`config.mk`:
```
export PLATFORM = sky130hd
export DESIGN_NAME = itof
export DESIGN_NICKNAME = d
export VERILOG_FILES = /design/src/rtl/itof.sv
export SDC_FILE = /design/constraint.sdc
export NUM_CORES = 1
export LEC_CHECK = 0
export BUFFER_PORTS_ARGS = -buffer_cell sky130_fd_sc_hd__buf_4
export CAP_MARGIN = 10
export CORE_MARGIN = 3
export CORE_UTILIZATION = 44
export DETAILED_ROUTE_END_ITERATION = 10
export PLACE_DENSITY = 0.71
export SLEW_MARGIN = 25
export SYNTH_ARGS = -nofsm -noshare
export SYNTH_HDL_FRONTEND = slang
export SYNTH_SLANG_ARGS = --single-unit
```
`constraint.sdc`:
```
create_clock -name clk -period 5.45 [get_ports clk]
set_clock_uncertainty 0.2 [all_clocks]
set_input_delay 0.8175 -clock clk [delete_from_list [all_inputs] [get_ports clk]]
set_output_delay 0.8175 -clock clk [all_outputs]
set_load 0.01 [all_outputs]
```
`src/rtl/itof.sv`:
```
// itof: pipelined signed/unsigned 32-bit integer to IEEE-754 single, round-to-nearest-even.
// Latency: 3 cycles, input sampled at edge N gives out_valid/out_f after edge N+3; 1 per cycle.
// Backpressure: none; valid-only stream, consumer must take every out_valid pulse.
// Optional feature: define ITOF_INEXACT_EN to add the out_inexact port.
module itof #(
  parameter bit SIGNED = 1'b1
) (
  input  logic        clk,
  input  logic        rst_n,
  input  logic [31:0] in_i,
  input  logic        input_valid,
  output logic [31:0] out_f,
  output logic        out_valid
`ifdef ITOF_INEXACT_EN
  ,
  output logic        out_inexact
`endif
);

  // Stage 1 state: sign and absolute magnitude
  logic        s1_vld;
  logic        s1_sign;
  logic [31:0] s1_mag;
  logic        s1_sign_d;
  logic [31:0] s1_mag_d;

  // Stage 2 state: normalized magnitude (hidden bit dropped) and biased exponent
  logic        s2_vld;
  logic        s2_sign;
  logic        s2_zero;
  logic [7:0]  s2_exp;
  logic [30:0] s2_norm;
  logic [4:0]  lzc;
  logic [31:0] s2_norm_d;

  // Stage 3 state: truncated mantissa plus rounding decision
  logic        s3_vld;
  logic        s3_sign;
  logic        s3_zero;
  logic [7:0]  s3_exp;
  logic [22:0] s3_mant;
  logic        s3_rnd;
  logic        s3_guard;
  logic        s3_sticky;

  logic [30:0] rounded;
  logic [31:0] result;

  // Sign select and two's-complement negate; -2^31 naturally yields 32'h8000_0000
  always_comb begin
    s1_sign_d = SIGNED ? in_i[31] : 1'b0;
    s1_mag_d  = s1_sign_d ? (~in_i + 32'd1) : in_i;
  end

  // Stage 1 register; data loads only on a valid input so idle X never propagates
  always_ff @(posedge clk or negedge rst_n) begin
    if (!rst_n) begin
      s1_vld  <= 1'b0;
      s1_sign <= 1'b0;
      s1_mag  <= 32'h0;
    end else begin
      s1_vld <= input_valid;
      if (input_valid) begin
        s1_sign <= s1_sign_d;
        s1_mag  <= s1_mag_d;
      end
    end
  end

  // Leading-zero count: the highest set bit wins because it is visited last
  always_comb begin
    lzc = 5'd0;
    for (int i = 0; i < 32; i++) begin
      if (s1_mag[i]) lzc = 5'(31 - i);
    end
    s2_norm_d = s1_mag << lzc;
  end

  // Stage 2 register; a normalized value always has bit31 set, so its absence means zero
  always_ff @(posedge clk or negedge rst_n) begin
    if (!rst_n) begin
      s2_vld  <= 1'b0;
      s2_sign <= 1'b0;
      s2_zero <= 1'b0;
      s2_exp  <= 8'h0;
      s2_norm <= 31'h0;
    end else begin
      s2_vld <= s1_vld;
      if (s1_vld) begin
        s2_sign <= s1_sign;
        s2_zero <= ~s2_norm_d[31];
        s2_exp  <= 8'd158 - {3'b000, lzc};
        s2_norm <= s2_norm_d[30:0];
      end
    end
  end

  // Guard and sticky extraction for nearest-even
  always_comb begin
    s3_guard  = s2_norm[7];
    s3_sticky = |s2_norm[6:0];
  end

  // Stage 3 register; round up on guard with either sticky or an odd mantissa
  always_ff @(posedge clk or negedge rst_n) begin
    if (!rst_n) begin
      s3_vld  <= 1'b0;
      s3_sign <= 1'b0;
      s3_zero <= 1'b0;
      s3_exp  <= 8'h0;
      s3_mant <= 23'h0;
      s3_rnd  <= 1'b0;
    end else begin
      s3_vld <= s2_vld;
      if (s2_vld) begin
        s3_sign <= s2_sign;
        s3_zero <= s2_zero;
        s3_exp  <= s2_exp;
        s3_mant <= s2_norm[30:8];
        s3_rnd  <= s3_guard & (s3_sticky | s2_norm[8]);
      end
    end
  end

  // Rounding increment across {exp,mant}: a mantissa carry-out bumps the exponent
  always_comb begin
    rounded = {s3_exp, s3_mant} + {30'h0, s3_rnd};
    result  = s3_zero ? 32'h0000_0000 : {s3_sign, rounded};
  end

  // Output register; out_f holds between results
  always_ff @(posedge clk or negedge rst_n) begin
    if (!rst_n) begin
      out_valid <= 1'b0;
      out_f     <= 32'h0;
    end else begin
      out_valid <= s3_vld;
      if (s3_vld) out_f <= result;
    end
  end

`ifdef ITOF_INEXACT_EN
  logic s3_inx;

  // Inexact flag travels alongside stage 3 data
  always_ff @(posedge clk or negedge rst_n) begin
    if (!rst_n) begin
      s3_inx <= 1'b0;
    end else if (s2_vld) begin
      s3_inx <= s3_guard | s3_sticky;
    end
  end

  // Inexact output is forced low whenever no result is presented
  always_ff @(posedge clk or negedge rst_n) begin
    if (!rst_n) begin
      out_inexact <= 1'b0;
    end else begin
      out_inexact <= s3_vld & s3_inx;
    end
  end
`endif

endmodule

```
==> key figures <==
Run status
  – Outcome: finished, final reports clean

Timing
  – Crit path time final: 3.971 ns
  – Setup violations, final: 0
  – Period utilization: 72.86%
  – Worst-Margin Slew: 0.9802 ns
  – RSZ-0062 raised after global routing: no
  – Setup ws final: 1.479 ns
  – Final max-slew violation count: 0
  – Max-slew headroom: 34.17%
  – WHS: 0.2737 ns
  – Setup TNS: 0 ns
  – Final hold violation count: 0
  – Achievable Freq: 0.2518 GHz

Worst setup path
  – CP Cell Sequence: or4_4, o221ai_2, nor4b_2, a21oi_4, inv_4, mux2i_1, a211oi_1, a32oi_1, a31o_1
  – Max stage delay cell, worst path: a21oi_4
  – CP peak stage delay: 0.66 ns
  – CP endpoint kind: flip-flop
  – CP Max Fanout: 34
  – Reg2reg setup slack: 1.48 ns
  – Kind of critical path: flip-flop to flip-flop
  – Critical Path RT: 5.57 ns
  – CP Launch Type: flip-flop
  – Reg-to-reg endpoint: s2_norm[28]
  – R2R depth: 9
  – Crit Reg-Reg Startpoint: s1_mag[20]
  – Worst EP arrival: 4.09 ns

Clocking
  – H-tree depth: 4
  – Cts bufs inserted: 17
  – # Post-CTS Setup Buffers: 0
  – CTS tree: yes
  – CTS max path bufs: 2
  – Clk sinks: 144
  – Worst-Skew Late Latency: 0.43 ns
  – Clock Tree Root: clkbuf_16
  – Reg clk slew, reported paths: 0.06 ns
  – CTS-repair resized insts: 0
  – Hold_buf cts: 0

Pwr
  – Power Total: 3.468 mW
  – P_leak: 4.069 nW
  – Worst vdd ir: 0.0001964 V
  – Power Dens Cells: 353.5 nW/um2

Die
  – Starting Density: 45.50%
  – I/O Pins: 68
  – Die H: 146.0 um
  – Die X: 146.0 um
  – Core area: 18960 um2
  – Placement Rows: 50
  – Die area: 21320 um2

Synth
  – Cell count after synthesis: 925
  – EDFF count, synth: 0
  – Synth Warn #: 0
  – Ys async rst share: 100.0%
  – Post-synthesis sequential area ratio: 41.78%
  – #FFs+latches synth: 144
  – Mapped Area: 8626 um2
  – Syn Area/Cell: 9.325 um2
  – Synth cell types: 85
  – Main synth FF type: dfrtp_1
  – Synth Net Count: 964

Final layout
  – Layout cells sized above 1: 19.05%
  – Util after Layout: 51.76%
  – Fillers: 1755
  – Reg area: 3603 um2
  – Multi-input logic area: 4578 um2
  – Diode count: 0
  – Syn-to-layout area delta: 13.74%
  – Post-layout nets: 992

Route
  – Wire per inst: 16.82 um
  – DRC viols: 0
  – Vias: 6992
  – Drt total wl: 20620 um
  – Via/cell ratio: 5.703
  – Final ANT Viol Nets: 0
  – Starting DRT DRC Count: 550
  – DR pass1 iterations: 7

Hold path
  – Hold Crit Class: primary input to asynchronous set/reset pin

Global routing
  – GRT Residual Overflow: 0
  – Total track usage: 19.72%
  – Initial antenna violation count: 0
  – Largest net degree at the start of global routing: 108
  – Global-route wire length before repair: 34820 um
  – Vias in the first global route: 6640

Placed design
  – IO Port Bufs: 67
  – DPL Wire Length: 14730 um
  – Placer Congestion: 0.9696
  – Pre-CTS setup slack: 1.571 ns

Flow run
  – MaxCap Viol Count: 0
[critical path: cells and delay by family, from the launching register on]
family	cells	cell delay [ns]
mux	1	0.21
flops	1	0.51
compound gates	5	1.92
simple gates	2	0.69
buf+inv	1	0.33
[flip-flops by register name, summed over array words and instances (netlist names), 8 cells and up]
name / flops
s2_norm: 31
s2_exp: 8
s3_exp: 8
s1_mag: 32
out_f: 32
s3_mant: 23
[layout make-up]
type                       instances  area share (%)
sequential                       144           36.73
clock buffer                      18           4.476
clock inverter                    14           1.071
timing repair buffer              74           5.803
tap                              260           3.316
multi-input combinational        666           46.66
inverter                          50           1.939
[where the power goes]
group | internal, mW | leakage [nW] | switching, mW
sequential | 1.28 | 1.69 | 0.217
combinational | 0.418 | 2.11 | 0.475
clock | 0.599 | 0.268 | 0.479
[logic make-up (layout without fill, tap and decap cells)]
group / count (synthesis) / after routing / synth area share [%]
AO/OA/AOI/OAI: 244 / 244 / 19.80
XOR/XNOR: 60 / 60 / 6.092
adder cells (fa/ha/maj): 4 / 4 / 0.5802
buffers and inverters: 115 / 156 / 5.411
flip-flops: 144 / 144 / 41.78
multiplexers: 80 / 80 / 9.951
AND/OR/NAND/NOR: 278 / 278 / 16.39
[synth_stat cells, types with 4 or more instances]
library cell,n,area (um2)
xor2_1,45,394.1
dfrtp_1,144,3603
nand4_1,16,100.1
nand2_1,70,262.8
a22oi_1,8,60.06
mux2_2,46,518.0
clkbuf_1,41,153.9
nand3b_1,4,30.03
a31oi_1,7,43.79
ha_1,4,50.05
a22o_1,6,52.55
or3_1,7,43.79
mux2i_1,34,340.3
o22ai_1,31,193.9
buf_2,17,85.08
o2bb2ai_1,9,78.83
xnor2_1,15,131.4
nor4_1,11,68.82
o31ai_1,9,67.56
nor3_1,13,65.06
and2_1,6,37.54
a21o_1,5,37.54
o21ai_0,27,135.1
nor2b_1,7,43.79
o21ai_1,4,20.02
o211ai_1,14,105.1
nand3_1,19,95.09
nand2b_1,7,43.79
and3_1,11,68.82
inv_1,48,180.2
a21oi_1,60,300.3
a211oi_1,12,90.09
o41ai_1,4,35.03
buf_1,5,18.77
or2_2,6,37.54
or4_1,7,52.55
nor2_1,79,296.5
[worst max path at each step]
stage	from	to	slack (ns)	cells past startpoint
3_5_place_dp	s1_mag[20]	s2_norm[28]	1.57	9
4_1_cts	s1_mag[20]	s2_norm[27]	1.55	10
3_3_place_gp	s1_mag[20]	s2_norm[28]	1.62	9
6_report	s1_mag[20]	s2_norm[28]	1.48	9
2_1_floorplan	in_i[10]	s1_mag[29]	2.15	8
5_1_grt	s1_mag[20]	s2_norm[30]	1.23	10
[per-layer routing]
metal | up-vias | share of wire, % | track usage (%)
met2 | 202 | 45 | 30.45
met3 | 33 | 4.5 | 3.911
met5 | - | 0 | 0
li1 | 3412 | - | -
met4 | 0 | 2.1 | 6.679
met1 | 3345 | 48 | 27.94
[cells in the final DEF, fill, tap and decap left out, types with 13 or more instances in the layout]
cell and count:
nor2_1 79, nor3_1 13, a21oi_1 60, inv_1 48, nand3_1 19, buf_4 72
clkbuf_16 17, o22ai_1 31, mux2i_1 34, xnor2_1 15, o21ai_0 27, mux2_2 46
nand4_1 16, o211ai_1 14, nand2_1 70, dfrtp_1 144, xor2_1 45
[through the flow]
| stage | cells | cell area (um2) |
|---|---|---|
| 2_1_floorplan | 925 | 8626 |
| 3_3_place_gp | 1193 | 9240 |
| 3_5_place_dp | 1194 | 9255 |
| 4_1_cts | 1226 | 9799 |
| 5_1_grt | 1226 | 9811 |
| 6_report | 1226 | 9811 |
Power figures use the tool's default switching activity.
